$ cat src/rtl/agc_mem_sequencer_if.sv
// rtl/agc_mem_sequencer_if.sv - request/response and memory-port bundle for agc_mem_sequencer
// master = sequencer side; slave = control unit plus memory side.
interface agc_mem_sequencer_if #(
    parameter int AW = 12,
    parameter int DW = 15
);
    logic          req;
    logic [1:0]    op;
    logic [AW-1:0] addr;
    logic [DW-1:0] wdata;
    logic          ready;
    logic          done;
    logic [DW-1:0] rdata;
    logic          err;
    logic          ovf;
    logic [AW-1:0] mem_addr;
    logic [DW-1:0] mem_wdata;
    logic          mem_we;
    logic          mem_tp;
    logic [DW-1:0] mem_rdata;

    modport master (
        input  req, op, addr, wdata, mem_rdata,
        output ready, done, rdata, err, ovf, mem_addr, mem_wdata, mem_we, mem_tp
    );

    modport slave (
        output req, op, addr, wdata, mem_rdata,
        input  ready, done, rdata, err, ovf, mem_addr, mem_wdata, mem_we, mem_tp
    );
endinterface

$ cat src/rtl/agc_mem_sequencer.sv
// rtl/agc_mem_sequencer.sv - AGC data-memory initiator: read/write/incr/decr sequencing
// Optional AGC_EDIT_REG_EN: WRITEs to 010..013 store the CYR/SR/CYL/EDOP-edited word.
module agc_mem_sequencer #(
    parameter int            AW            = 12,
    parameter int            DW            = 15,
    parameter logic [AW-1:0] ZERO_ADDR     = 'h007,
    parameter int            SETTLE_CYCLES = 1
) (
    input  logic                 clk,
    input  logic                 rst_n,
    agc_mem_sequencer_if.master  bus
);
    typedef enum logic [2:0] {
        S_IDLE, S_SETTLE, S_FETCH, S_MODIFY, S_WSETUP, S_STORE, S_DONE
    } state_t;

    localparam logic [1:0] OP_READ  = 2'b00;
    localparam logic [1:0] OP_WRITE = 2'b01;
    localparam logic [1:0] OP_INCR  = 2'b10;
    localparam logic [3:0] CNT_INIT = 4'(SETTLE_CYCLES - 1);

    state_t        state_q, state_d;
    logic [1:0]    op_q, op_d;
    logic [AW-1:0] addr_q, addr_d;
    logic [DW-1:0] g_q, g_d;
    logic [3:0]    cnt_q, cnt_d;
    logic          ovf_q, ovf_d;
    logic          err_q, err_d;
    logic          done_q, done_d;
    logic [DW-1:0] rdata_q, rdata_d;
    logic          we_q, we_d;
    logic          tp_q, tp_d;
    logic [DW-1:0] opnd;
    logic [DW:0]   sum;
    logic [DW-1:0] res;
    logic          erasable, wr_ok;

    assign erasable = (addr_q[AW-1:AW-2] == 2'b00);
    assign wr_ok    = erasable && (addr_q != ZERO_ADDR);

    always_comb begin
        state_d = state_q;
        op_d    = op_q;
        addr_d  = addr_q;
        g_d     = g_q;
        cnt_d   = cnt_q;
        ovf_d   = ovf_q;
        err_d   = err_q;
        rdata_d = rdata_q;
        done_d  = 1'b0;
        we_d    = 1'b0;
        tp_d    = 1'b0;
        opnd    = '0;
        sum     = '0;
        res     = '0;
        case (state_q)
            S_IDLE: begin
                if (bus.req) begin
                    op_d    = bus.op;
                    addr_d  = bus.addr;
                    cnt_d   = CNT_INIT;
                    ovf_d   = 1'b0;
                    state_d = S_SETTLE;
                    if (bus.op == OP_WRITE) begin
`ifdef AGC_EDIT_REG_EN
                        case (bus.addr)
                            AW'('h010): g_d = {bus.wdata[0], bus.wdata[DW-1:1]};
                            AW'('h011): g_d = {bus.wdata[DW-1], bus.wdata[DW-1:1]};
                            AW'('h012): g_d = {bus.wdata[DW-2:0], bus.wdata[DW-1]};
                            AW'('h013): g_d = {8'b0, bus.wdata[13:7]};
                            default:    g_d = bus.wdata;
                        endcase
`else
                        g_d = bus.wdata;
`endif
                    end
                end
            end
            S_SETTLE: begin
                if (cnt_q == 4'd0) state_d = (op_q == OP_WRITE) ? S_WSETUP : S_FETCH;
                else               cnt_d   = cnt_q - 4'd1;
            end
            S_FETCH: begin
                g_d     = bus.mem_rdata;
                state_d = (op_q == OP_READ) ? S_DONE : S_MODIFY;
            end
            S_MODIFY: begin
                // Ones'-complement add: -1 is 7FFE, carry out of bit 14 wraps into bit 0.
                opnd    = (op_q == OP_INCR) ? DW'(1) : {{(DW-1){1'b1}}, 1'b0};
                sum     = {1'b0, g_q} + {1'b0, opnd};
                res     = sum[DW-1:0] + {{(DW-1){1'b0}}, sum[DW]};
                g_d     = res;
                ovf_d   = (g_q[DW-1] == opnd[DW-1]) && (res[DW-1] != g_q[DW-1]);
                state_d = S_WSETUP;
            end
            S_WSETUP: state_d = S_STORE;
            S_STORE:  state_d = S_DONE;
            S_DONE:   state_d = S_IDLE;
            default:  state_d = S_IDLE;
        endcase
        // Registered strobes: we spans WSETUP+STORE so tp rises only after we/data settle.
        if ((state_d == S_WSETUP) || (state_d == S_STORE)) we_d = wr_ok;
        tp_d = (state_d == S_STORE);
        if (state_d == S_DONE) begin
            done_d  = 1'b1;
            rdata_d = g_d;
            err_d   = (op_q != OP_READ) && !erasable;
        end
    end

    always_ff @(posedge clk or negedge rst_n) begin
        if (!rst_n) begin
            state_q <= S_IDLE;
            op_q    <= '0;
            addr_q  <= '0;
            g_q     <= '0;
            cnt_q   <= '0;
            ovf_q   <= 1'b0;
            err_q   <= 1'b0;
            done_q  <= 1'b0;
            rdata_q <= '0;
            we_q    <= 1'b0;
            tp_q    <= 1'b0;
        end else begin
            state_q <= state_d;
            op_q    <= op_d;
            addr_q  <= addr_d;
            g_q     <= g_d;
            cnt_q   <= cnt_d;
            ovf_q   <= ovf_d;
            err_q   <= err_d;
            done_q  <= done_d;
            rdata_q <= rdata_d;
            we_q    <= we_d;
            tp_q    <= tp_d;
        end
    end

    assign bus.ready     = (state_q == S_IDLE);
    assign bus.done      = done_q;
    assign bus.rdata     = rdata_q;
    assign bus.err       = err_q;
    assign bus.ovf       = ovf_q;
    assign bus.mem_addr  = addr_q;
    assign bus.mem_wdata = g_q;
    assign bus.mem_we    = we_q;
    assign bus.mem_tp    = tp_q;
endmodule

$ cat src/flat_wrapper.sv
// flat-port wrapper written by rule: the top's interface ports become plain ports
module agc_mem_sequencer_flat 
#(
    parameter int            AW            = 12,
    parameter int            DW            = 15,
    parameter logic [AW-1:0] ZERO_ADDR     = 'h007,
    parameter int            SETTLE_CYCLES = 1
)
  (clk, rst_n, bus_req, bus_op, bus_addr, bus_wdata, bus_mem_rdata, bus_ready, bus_done, bus_rdata, bus_err, bus_ovf, bus_mem_addr, bus_mem_wdata, bus_mem_we, bus_mem_tp);
  agc_mem_sequencer_if #(.AW(AW), .DW(DW)) bus_i ();
  input  logic clk;
  input  logic rst_n;
  input wire logic [$bits(bus_i.req)-1:0] bus_req;
  input wire logic [$bits(bus_i.op)-1:0] bus_op;
  input wire logic [$bits(bus_i.addr)-1:0] bus_addr;
  input wire logic [$bits(bus_i.wdata)-1:0] bus_wdata;
  input wire logic [$bits(bus_i.mem_rdata)-1:0] bus_mem_rdata;
  output wire logic [$bits(bus_i.ready)-1:0] bus_ready;
  output wire logic [$bits(bus_i.done)-1:0] bus_done;
  output wire logic [$bits(bus_i.rdata)-1:0] bus_rdata;
  output wire logic [$bits(bus_i.err)-1:0] bus_err;
  output wire logic [$bits(bus_i.ovf)-1:0] bus_ovf;
  output wire logic [$bits(bus_i.mem_addr)-1:0] bus_mem_addr;
  output wire logic [$bits(bus_i.mem_wdata)-1:0] bus_mem_wdata;
  output wire logic [$bits(bus_i.mem_we)-1:0] bus_mem_we;
  output wire logic [$bits(bus_i.mem_tp)-1:0] bus_mem_tp;
  assign bus_i.req = bus_req;
  assign bus_i.op = bus_op;
  assign bus_i.addr = bus_addr;
  assign bus_i.wdata = bus_wdata;
  assign bus_i.mem_rdata = bus_mem_rdata;
  assign bus_ready = bus_i.ready;
  assign bus_done = bus_i.done;
  assign bus_rdata = bus_i.rdata;
  assign bus_err = bus_i.err;
  assign bus_ovf = bus_i.ovf;
  assign bus_mem_addr = bus_i.mem_addr;
  assign bus_mem_wdata = bus_i.mem_wdata;
  assign bus_mem_we = bus_i.mem_we;
  assign bus_mem_tp = bus_i.mem_tp;
  agc_mem_sequencer #(.AW(AW), .DW(DW), .ZERO_ADDR(ZERO_ADDR), .SETTLE_CYCLES(SETTLE_CYCLES)) u_core (.clk(clk), .rst_n(rst_n), .bus(bus_i));
endmodule
$ cat config.mk
export PLATFORM = sky130hd
export DESIGN_NAME = agc_mem_sequencer_flat
export DESIGN_NICKNAME = d
export VERILOG_FILES = /design/src/rtl/agc_mem_sequencer_if.sv /design/src/rtl/agc_mem_sequencer.sv /design/src/flat_wrapper.sv
export SDC_FILE = /design/constraint.sdc
export NUM_CORES = 1
export LEC_CHECK = 0
export ABC_AREA = 1
export BUFFER_PORTS_ARGS = -buffer_cell sky130_fd_sc_hd__buf_4
export CAP_MARGIN = 25
export CORE_MARGIN = 2
export CORE_UTILIZATION = 25
export CTS_BUF_LIST = sky130_fd_sc_hd__clkbuf_16
export DETAILED_ROUTE_END_ITERATION = 7
export PLACE_DENSITY = 0.45
export SLEW_MARGIN = 10
export SYNTH_ARGS = -nofsm -noshare
export SYNTH_HDL_FRONTEND = slang
export SYNTH_SLANG_ARGS = --single-unit
$ cat constraint.sdc
create_clock -name clk -period 7.8 [get_ports clk]
set_clock_uncertainty 0.05 [all_clocks]
set_input_delay 2.34 -clock clk [delete_from_list [all_inputs] [get_ports clk]]
set_output_delay 2.34 -clock clk [all_outputs]
set_load 0.02 [all_outputs]
# Word level (Yosys, flattened, before mapping)
# Index checks and enable logic that the tools add are counted.
[word_totals]
regBits = 56
in_bits = 47
output_inout_bits = 48
word_cells = 61
[op_classes]
n_addsub = 3
n_eq_ne = 16
mux = 16
reduce_logical = 15
[op_table]
columns = ["cell", "count"]
rows = [
  ["$mux 15", 3],
  ["$pmux 15 s3", 1],
  ["$pmux 3 s6", 1],
  ["$add 15x15->16", 1],
  ["$add 15x1->15", 1],
  ["$eq 3x3->1 const B", 5],
  ["$mux 3", 4],
  ["$ne 12x3->1 const B", 1],
  ["$mux 4", 2],
  ["$pmux 4 s2", 1],
  ["$eq 3x2->1 const B", 2],
  ["$reduce_bool 2->1", 3],
  ["$eq 2x1->1 const B", 2],
  ["$logic_not 2->1", 2],
  ["$logic_not 4->1", 1],
  ["$ne 2x2->1 const B", 2],
  ["$reduce_and 2->1", 2],
  ["$sub 4x1->4 const B", 1],
  ["$eq 3x1->1 const B", 1],
  ["$logic_and 1x1->1", 3],
  ["$logic_not 3->1", 1],
  ["$mux 1", 3],
  ["$reduce_and 3->1", 1],
  ["$eq 2x2->1 const B", 1],
  ["5 further kinds", 5],
]

# Longest topological paths before layout
# Gate-level depths: netlist (run 1).
[logic_depth]
ltp_word = 7
ltp_mapped = 27
ltp_nobuf = 27

# Worst setup path before layout (run 1)
# OpenSTA, ideal clock, no wires.
[synth_path]
kind = "input port to flip-flop"
start = "in bus_req"
end = "reg u_core.rdata_q[14] (netlist: u_core.bus.rdata[14])"
setup_ns = 0.118
arrival_ns = 3.519
required_ns = 7.632
slack_ns = 4.114
cell_stages = 8
n_path_buf = 1
path_cell_list = "inv_1 nor3_2 clkbuf_1 o21ai_0 a221oi_1 nand2_1 nand3_1 nand2_1"
[synth_between]
elab_chain_cells = 3
elab_cells_between_ends = 5
classes_between = "1 x eq/ne; 4 x mux"
[synth_rtl]
columns = ["item", "line_no", "text"]
rows = [
  ["start, declared", "flat_wrapper.sv:13", "input wire logic [$bits(bus_i.req)-1:0] bus_req;"],
  ["$mux 3", "agc_mem_sequencer.sv:58", "if (bus.req) begin"],
  ["$pmux 3 s6", "agc_mem_sequencer.sv:56", "case (state_q)"],
  ["$eq 3x3->1", "agc_mem_sequencer.sv:104", "if (state_d == S_DONE) begin"],
  ["end signal, assigned", "agc_mem_sequencer.sv:133", "rdata_q <= rdata_d;"],
  ["end, declared", "agc_mem_sequencer.sv:30", "logic [DW-1:0] rdata_q, rdata_d;"],
]
# Parallel ways exist; a longest one is shown, timed or not.
# A chain may end at the register's enable or synchronous reset.

# Worst setup path in the final report (run 1)
[layout_path]
start = "reg u_core.state_q[1]"
end = "out bus_ready"
[layout_between]
elab_chain_cells = 1
[layout_rtl]
columns = ["item", "line_no", "text"]
rows = [
  ["start, declared", "agc_mem_sequencer.sv:22", "state_t state_q, state_d;"],
  ["start signal, assigned", "agc_mem_sequencer.sv:125", "state_q <= state_d;"],
  ["$logic_not 3->1", "agc_mem_sequencer.sv:139", "assign bus.ready = (state_q == S_IDLE);"],
  ["end, declared", "flat_wrapper.sv:18", "output wire logic [$bits(bus_i.ready)-1:0] bus_ready;"],
]
# Every way passes these cells.

==> results of run 1 <==
worst max-delay path by stage:
stage,startpoint,endpoint,depth (start not counted)
after floorplan,bus_req,u_core.bus.rdata[14]$_DFFE_PN0P_,8
after global placement,bus_req,u_core.bus.rdata[8]$_DFFE_PN0P_,10
after detailed placement,bus_req,u_core.bus.rdata[13]$_DFFE_PN0P_,10
after CTS,u_core.state_q[1]$_DFF_PN0_,bus_ready,5
after global routing,u_core.op_q[0]$_DFFE_PN0P_,u_core.bus.rdata[14]$_DFFE_PN0P_,26
final,u_core.state_q[1]$_DFF_PN0_,bus_ready,5
logic make-up after synthesis:
logic type / count (synthesis) / synth area share
buffers and inverters: 86 / 0.08483
AO/OA/AOI/OAI: 75 / 0.1233
flip-flops: 56 / 0.3532
XOR/XNOR: 1 / 0.002208
adder cells (fa/ha/maj): 23 / 0.07442
AND/OR/NAND/NOR: 311 / 0.3620
per-layer routing:
| metal | global-route usage | routed length, µm | up-vias |
|---|---|---|---|
| li1 | - | - | 1971 |
| met1 | 0.2070 | 5847 | 1822 |
| met2 | 0.2621 | 6011 | 102 |
| met3 | 0.03239 | 686 | 11 |
| met4 | 0.03542 | 165 | 0 |
| met5 | 0 | 0 | - |
cell type report:
| cell class | count | area, µm² |
|---|---|---|
| sequential | 56 | 1401 |
| inverter | 77 | 289.0 |
| multi-input combinational | 410 | 2230 |
| clock buffer | 5 | 125.1 |
| timing repair buffer | 97 | 728.2 |
| clock inverter | 3 | 15.01 |
| fill | 1702 | 10650 |
| tap | 216 | 270.3 |
registers in the layout, summed over array words and instances (netlist names), 2 cells and up:
register	cells
u_core.bus.rdata	15
u_core.bus.mem_wdata	15
u_core.state_q	3
u_core.bus.mem_addr	12
u_core.op_q	2
u_core.cnt_q	4
through the flow:
stage	std cells	area (µm²)	util	worst slack, ps	hold slack, ps
6_report	864	5059	0.3219	3566	432.0
5_1_grt	864	5059	0.3219	3176	460.0
4_1_cts	864	5059	0.3219	3570	432.4
3_5_place_dp	856	4918	0.3130	3462	416.4
3_3_place_gp	856	4918	0.3130	3487	421.3
2_1_floorplan	552	3968	-	4114	397.4
synthesized netlist by cell type (2+ instances only):
| cell type | number | area [µm²] |
|---|---|---|
| sky130_fd_sc_hd__o221ai_1 | 2 | 17.52 |
| sky130_fd_sc_hd__nor3_2 | 2 | 20.02 |
| sky130_fd_sc_hd__ha_1 | 22 | 275.3 |
| sky130_fd_sc_hd__inv_1 | 69 | 259.0 |
| sky130_fd_sc_hd__nor4_1 | 2 | 12.51 |
| sky130_fd_sc_hd__a221oi_1 | 5 | 43.79 |
| sky130_fd_sc_hd__nor3_1 | 3 | 15.01 |
| sky130_fd_sc_hd__nor2_1 | 37 | 138.9 |
| sky130_fd_sc_hd__buf_2 | 2 | 10.01 |
| sky130_fd_sc_hd__o21ai_1 | 2 | 10.01 |
| sky130_fd_sc_hd__nand3b_2 | 2 | 22.52 |
| sky130_fd_sc_hd__o2111ai_1 | 4 | 35.03 |
| sky130_fd_sc_hd__nand2_4 | 2 | 22.52 |
| sky130_fd_sc_hd__dfrtp_1 | 56 | 1401 |
| sky130_fd_sc_hd__o21ai_0 | 22 | 110.1 |
| sky130_fd_sc_hd__nand3_2 | 5 | 50.05 |
| sky130_fd_sc_hd__nand4_1 | 7 | 43.79 |
| sky130_fd_sc_hd__inv_2 | 7 | 26.28 |
| sky130_fd_sc_hd__nor2_2 | 6 | 37.54 |
| sky130_fd_sc_hd__o211ai_1 | 5 | 37.54 |
| sky130_fd_sc_hd__nand3_1 | 27 | 135.1 |
| sky130_fd_sc_hd__nand4_4 | 2 | 42.54 |
| sky130_fd_sc_hd__o21bai_1 | 2 | 15.01 |
| sky130_fd_sc_hd__a22oi_1 | 7 | 52.55 |
| sky130_fd_sc_hd__a21o_1 | 2 | 15.01 |
| sky130_fd_sc_hd__a21boi_0 | 2 | 15.01 |
| sky130_fd_sc_hd__nand2_1 | 198 | 743.2 |
| sky130_fd_sc_hd__a21oi_1 | 17 | 85.08 |
| sky130_fd_sc_hd__nand2_2 | 10 | 62.56 |
| sky130_fd_sc_hd__nor2_4 | 5 | 56.30 |
| sky130_fd_sc_hd__clkbuf_1 | 5 | 18.77 |
worst register-to-register path, stage by stage, from the launching register on:
cell and delay, ps:
sky130_fd_sc_hd__dfrtp_1 420, sky130_fd_sc_hd__nor2_1 310, sky130_fd_sc_hd__inv_1 360, sky130_fd_sc_hd__ha_1 520
sky130_fd_sc_hd__nand2_2 90, sky130_fd_sc_hd__nor2_1 80, sky130_fd_sc_hd__nand2_1 80, sky130_fd_sc_hd__nand3_2 90
sky130_fd_sc_hd__nand2_1 70, sky130_fd_sc_hd__nand2_1 90, sky130_fd_sc_hd__a21oi_1 60, sky130_fd_sc_hd__o21bai_1 150
sky130_fd_sc_hd__ha_1 190, sky130_fd_sc_hd__ha_1 170, sky130_fd_sc_hd__inv_1 50, sky130_fd_sc_hd__nor2_1 120
sky130_fd_sc_hd__nand3_2 140, sky130_fd_sc_hd__nor2_8 140, sky130_fd_sc_hd__nand4_4 130, sky130_fd_sc_hd__nor2_4 120
sky130_fd_sc_hd__nand3_1 80, sky130_fd_sc_hd__nand2_1 110, sky130_fd_sc_hd__nand2_2 70, sky130_fd_sc_hd__nand2_2 60
sky130_fd_sc_hd__nand2_1 50, sky130_fd_sc_hd__nand3_1 70, sky130_fd_sc_hd__nand2_1 60
==> Flow_metrics.wiki, run 1 <==
{| class="wikitable"
! Metric !! Value
|-
| Number of synthesized flops with an enable pin || 0
|-
| Clock buffer count from CTS || 5
|-
| Post-Synthesis Net Count || slightly above 600
|-
| Flop2flop setup slack || 3730 ps
|-
| Chain of cells forming the critical path || nor2_1, inv_2, nor2_1, buf_4, buf_4
|-
| Worst-case headroom to the max-slew limit || 0.4089
|-
| Die boundary height || roughly 130 µm
|-
| Insertion delay of the later-clocked pin in the worst-skew pair || between 200 and 300 ps
|-
| Horizontal die dimension || roughly 130 µm
|-
| Slowest stage delay, CP || 460 ps
|-
| Number of cells on the worst reg-to-reg path || 26
|-
| H-tree lvl count || 2
|-
| Post-cts hold buffer count || 0
|-
| Number of global-route vias before repair || about 3900
|-
| End point of the most critical hold path || u_core.bus.rdata[11]$_DFFE_PN0P_
|-
| Worst hold path stage count || 2
|-
| Register area share after synthesis || 0.3532
|-
| Combined buffer and inverter count along the critical path || 3
|-
| Effective utilization at floorplan || 0.2525
|-
| CP delay by family, top || simple AND/OR/NAND/NOR gates
|-
| Synth-to-Final Area Change || 27.50%
|-
| Total Die Area || roughly 0.017 mm²
|-
| Number of antenna violations at the first check in global routing || 0
|-
| Setup repair after global routing missed its margin || false
|-
| Average via count per standard cell || between 4 and 5
|-
| Number of resized instances in the post-cts repair step || 0
|-
| WL final || approximately 13 mm
|-
| Setup Buffers After CTS || 0
|-
| IO Port Bufs || between 90 and 100
|-
| Final critical-path required period || approximately 4200 ps
|-
| Clock-pin transition on the worst setup and hold timing paths || ~70 ps
|-
| Mapped Cells || 552
|-
| Period utilisation layout || 0.5428
|-
| First-pass DRT Iterations || 7
|-
| Maximum fanout along the worst path || 6
|-
| Ys flop type || sky130_fd_sc_hd__dfrtp_1
|-
| Vias after detailed routing || ~3900
|-
| Final GP Congestion || 0.8654
|-
| Gr ovfl total || 0
|-
| Root Buffer || sky130_fd_sc_hd__clkbuf_16
|-
| Critical R2R Capture || u_core.bus.rdata[14]$_DFFE_PN0P_
|-
| Wire length of the first global-routing pass || around 20 mm
|-
| I/O pin total || 95
|-
| Total Negative Setup Slacks || 0 ps
|-
| Critical Path End Type || output pin
|-
| Cell row count || 46
|-
| Overall fraction of global-route tracks in use || 0.1560
|-
| Area inside the core boundary || 0.01571 mm²
|-
| Post-detailed-placement half-perimeter wirelength || roughly 10 mm
|-
| Synthesis Warnings || 0
|-
| Detailed-route DRC error count || 0
|-
| Startpoint of the worst hold path || u_core.bus.rdata[11]$_DFFE_PN0P_
|-
| Reg2Reg Launch Point || u_core.op_q[0]$_DFFE_PN0P_
|-
| Worst setup path category || reg -> out
|-
| CTS tree || built
|-
| Unique masters post-synth || 44
|-
| Detail Route Antenna Nets || 0
|-
| Worst path slowest cell || sky130_fd_sc_hd__nor2_1
|-
| Share of flip-flops with an asynchronous set or reset || 1.000
|-
| Wirelength per Cell || 14.71 µm
|-
| Path category of the worst min-delay check || reg -> reg
|-
| Maximum buffer depth of the clock tree || 2
|-
| Share of final-layout standard cells stronger than drive strength 1 || 0.2299
|-
| Most frequent cells in the layout || 198 x sky130_fd_sc_hd__nand2_1, 97 x sky130_fd_sc_hd__buf_4, 70 x sky130_fd_sc_hd__inv_1
|-
| Fin. max-slew vios || 0
|-
| Most common cell after layout, fill and taps aside || sky130_fd_sc_hd__nand2_1
|-
| Hold violation count in the final report || 0
|-
| Result of the run || complete, no violations
|-
| #FFs+latches synth || 56
|-
| CP Data Arrival Time || between 1500 and 2000 ps
|-
| Highest achievable clock rate || roughly 240 MHz
|-
| Pin count of the biggest net entering global routing || 57
|-
| Maximum Capacitance Violations || 0
|-
| Mapped cell area || 0.003968 mm²
|-
| Count of final setup violators || 0
|-
| Violation count after the first detailed-route iteration || slightly above 300
|-
| Final net count || about 700
|-
| Average size of a mapped cell || a little over 7 µm²
|-
| Sink Count || 56
|-
| Startpoint types || flip-flop
|-
| Antenna diodes || 0
|-
| Transition at the pin with the smallest max-transition slack || 885.7 ps
|-
| Critical path required time || around 5400 ps
|}
Power of run 1 is not shown: default switching activity piles up to over one toggle a cycle in this logic, so the estimate is an artifact.
==> run 2, diff against run 1 <==
==> constraint.sdc (replaced) <==
create_clock -name clk -period 3.9 [get_ports clk]
set_clock_uncertainty 0.05 [all_clocks]
set_input_delay 1.17 -clock clk [delete_from_list [all_inputs] [get_ports clk]]
set_output_delay 1.17 -clock clk [all_outputs]
set_load 0.02 [all_outputs]
==> run 2 against run 1 <==
  * Core utilization is 3.0 points higher
  * Count of clock-buffer cells in the layout unchanged
  * Worst setup slack got worse by 3400 ps
  * Hold slack improved by 0.83 ps
  * Critical path depth is 21 higher
  * Register-to-register slack worse by 3600 ps
  * Design area rose by 9.5%
  * Final cell count increased by 2.8%
  * Die area unchanged
  * First-iteration DRC count fell by 41%
  * Critical path type is now reg -> reg
  * Critical endpoint is now u_core.bus.rdata[12]$_DFFE_PN0P_
==> Flow_metrics.wiki, run 2 (synthesis gave the netlist of run 1 again) <==
{| class="wikitable"
! Metric !! Value
|-
| Non-filler cells in the finished layout || 888 (+2.8%)
|-
| Pin count of the biggest net entering global routing || 57 (unchanged)
|-
| CP Data Arrival Time || 3860 ps (+2020 ps)
|-
| Result of the run || complete, no violations
|-
| Gr ovfl total || 0 (unchanged)
|-
| Wire length of the first global-routing pass || 20.02 mm (-1.9%)
|-
| Placed Instance Area || 0.005001 mm² (+1.7%)
|-
| Most common cell after layout, fill and taps aside || sky130_fd_sc_hd__nand2_1
|-
| GR met2 Demand/Resource || 0.2556 (-0.006468)
|-
| Clock buffer count from CTS || 5 (unchanged)
|-
| H-tree lvl count || 2 (unchanged)
|-
| Effective utilization at floorplan || 0.2525 (unchanged)
|-
| Path category of the worst min-delay check || reg -> reg
|-
| Overall fraction of global-route tracks in use || 0.1526 (-0.003359)
|-
| Detail Route Antenna Nets || 0 (unchanged)
|-
| Synth-to-Final Area Change || 39.58%
|-
| Horizontal die dimension || 130.0 µm (unchanged)
|-
| Clock-pin transition on the worst setup and hold timing paths || 70 ps (about the same)
|-
| Maximum fanout along the worst path || 8 (+2)
|-
| Wirelength per Cell || 14.74 µm (+0.19%)
|-
| Final net count || 741 (+3.3%)
|-
| IO Port Bufs || 94 (unchanged)
|-
| Sink Count || 56 (unchanged)
|-
| Transition at the pin with the smallest max-transition slack || 771.9 ps (-113.8 ps)
|-
| Worst path slowest cell || sky130_fd_sc_hd__dfrtp_1
|-
| Layer with the highest usage after global routing || met2
|-
| Met3 usage in global routing || 0.02419 (-0.008200)
|-
| Most used cell along the critical path || sky130_fd_sc_hd__nand2_2
|-
| WL final || 13.09 mm (+3.0%)
|-
| Share of final-layout standard cells stronger than drive strength 1 || 0.3244 (+0.09447)
|-
| Fin. max-slew vios || 0 (unchanged)
|-
| Final critical-path required period || approximately 3700 ps
|-
| Startpoint types || flip-flop
|-
| Maximum buffer depth of the clock tree || 2 (unchanged)
|-
| Number of global-route vias before repair || 3936 (+0.13%)
|-
| Period utilisation layout || 0.9541
|-
| Area inside the core boundary || 0.01571 mm² (unchanged)
|-
| Slowest stage delay, CP || 380 ps (-80 ps)
|-
| Detailed-route DRC error count || 0 (unchanged)
|-
| Maximum Capacitance Violations || 0 (unchanged)
|-
| Cell row count || 46 (unchanged)
|-
| Antenna diodes || 0 (unchanged)
|-
| Vias after detailed routing || 3993 (+2.2%)
|-
| Insertion delay of the later-clocked pin in the worst-skew pair || 300 ps (about the same)
|-
| Most frequent cells in the layout || 184 x sky130_fd_sc_hd__nand2_1, 119 x sky130_fd_sc_hd__buf_4, 65 x sky130_fd_sc_hd__inv_1
|-
| Worst setup path category || reg -> reg
|-
| Root Buffer || sky130_fd_sc_hd__clkbuf_16
|-
| Global-route track usage on met1 || 0.2073 (+0.0002451)
|-
| Setup repair after global routing missed its margin || true
|-
| Number of antenna violations at the first check in global routing || 0 (unchanged)
|-
| Highest achievable clock rate || between 200 and 300 MHz
|-
| Post-cts hold buffer count || 0 (unchanged)
|-
| First-pass DRT Iterations || 4 (-3)
|-
| Total Die Area || 0.01689 mm² (unchanged)
|-
| Post-detailed-placement half-perimeter wirelength || 10.01 mm (+0.27%)
|-
| Worst-case headroom to the max-slew limit || 0.4854 (+0.07649)
|-
| Critical path required time || 4040 ps (-1370 ps)
|-
| Violation count after the first detailed-route iteration || 184 (-41%)
|-
| Die boundary height || 130.0 µm (unchanged)
|-
| Finished Cell Area || 0.005538 mm² (+9.5%)
|-
| Cell total after placement || 867 (+1.3%)
|-
| I/O pin total || 95 (unchanged)
|-
| Final GP Congestion || 0.8452 (-2.3%)
|-
| Average via count per standard cell || 4.497 (-0.54%)
|-
| Count of final setup violators || 0 (unchanged)
|-
| Critical Path End Type || flip-flop
|-
| Hold violation count in the final report || 0 (unchanged)
|-
| CTS tree || built
|}
-- run 2: critical path, delay by kind of cell, from the launching register on --
family	cells	cell delay, ps
AO/OA/AOI/OAI	2	230
adder cells (fa/ha/maj)	3	690
flip-flops	1	380
AND/OR/NAND/NOR	17	1780
buffers and inverters	4	500
-- run 2: path summary, 6_finish.rpt --
kind                                              from                          endpoint  slack, ps  cells past startpoint
max in group asynchronous                        rst_n        u_core.op_q[0]$_DFFE_PN0P_       2350                      1
max reg2reg                 u_core.op_q[1]$_DFFE_PN0P_  u_core.bus.rdata[12]$_DFFE_PN0P_        180                     26
min                        u_core.cnt_q[1]$_DFFE_PN0P_       u_core.cnt_q[1]$_DFFE_PN0P_        430                      2
min reg2reg                u_core.cnt_q[1]$_DFFE_PN0P_       u_core.cnt_q[1]$_DFFE_PN0P_        430                      2
max                         u_core.op_q[1]$_DFFE_PN0P_  u_core.bus.rdata[12]$_DFFE_PN0P_        180                     26
min in group asynchronous                        rst_n       u_core.cnt_q[2]$_DFFE_PN0P_        890                      1
-- run 2: through the flow --
stage	hold WS, ps	setup WS, ps	TNS, ps	utilization
finish	432.9	179.0	0	0.3524
global route	470.9	-104.9	-489.3	0.3524
CTS	438.7	57.63	0	0.3292
detailed placement	420.8	-43.28	-101.8	0.3183
global placement	415.6	67.94	0	0.3183
floorplan	397.4	407.2	0	-
-- run 2: what timing repair did --
item | CTS | global route
setup endpoints to repair | 6 | 18
setup buffers | 1 | 11
gates cloned | 0 | 1
gates resized for setup | 2 | 48
pin swaps | 0 | 20
-- run 2: routing by layer --
layer	wire length, µm	up-vias
met5	0	-
met4	132	0
met3	604	8
met2	6250	81
met1	6100	1882
li1	-	2022
-- run 2: area by class of cell --
type / instances / area [µm²]
clock buffers: 5 / 125.1
clock inverters: 3 / 20.02
fillers: 1685 / 10170
inverters: 77 / 292.8
multi-input cells: 410 / 2489
flip-flops and latches: 56 / 1403
well taps: 216 / 270.3
repair buffers: 121 / 938.4
Power of run 2 is left out for the same reason.
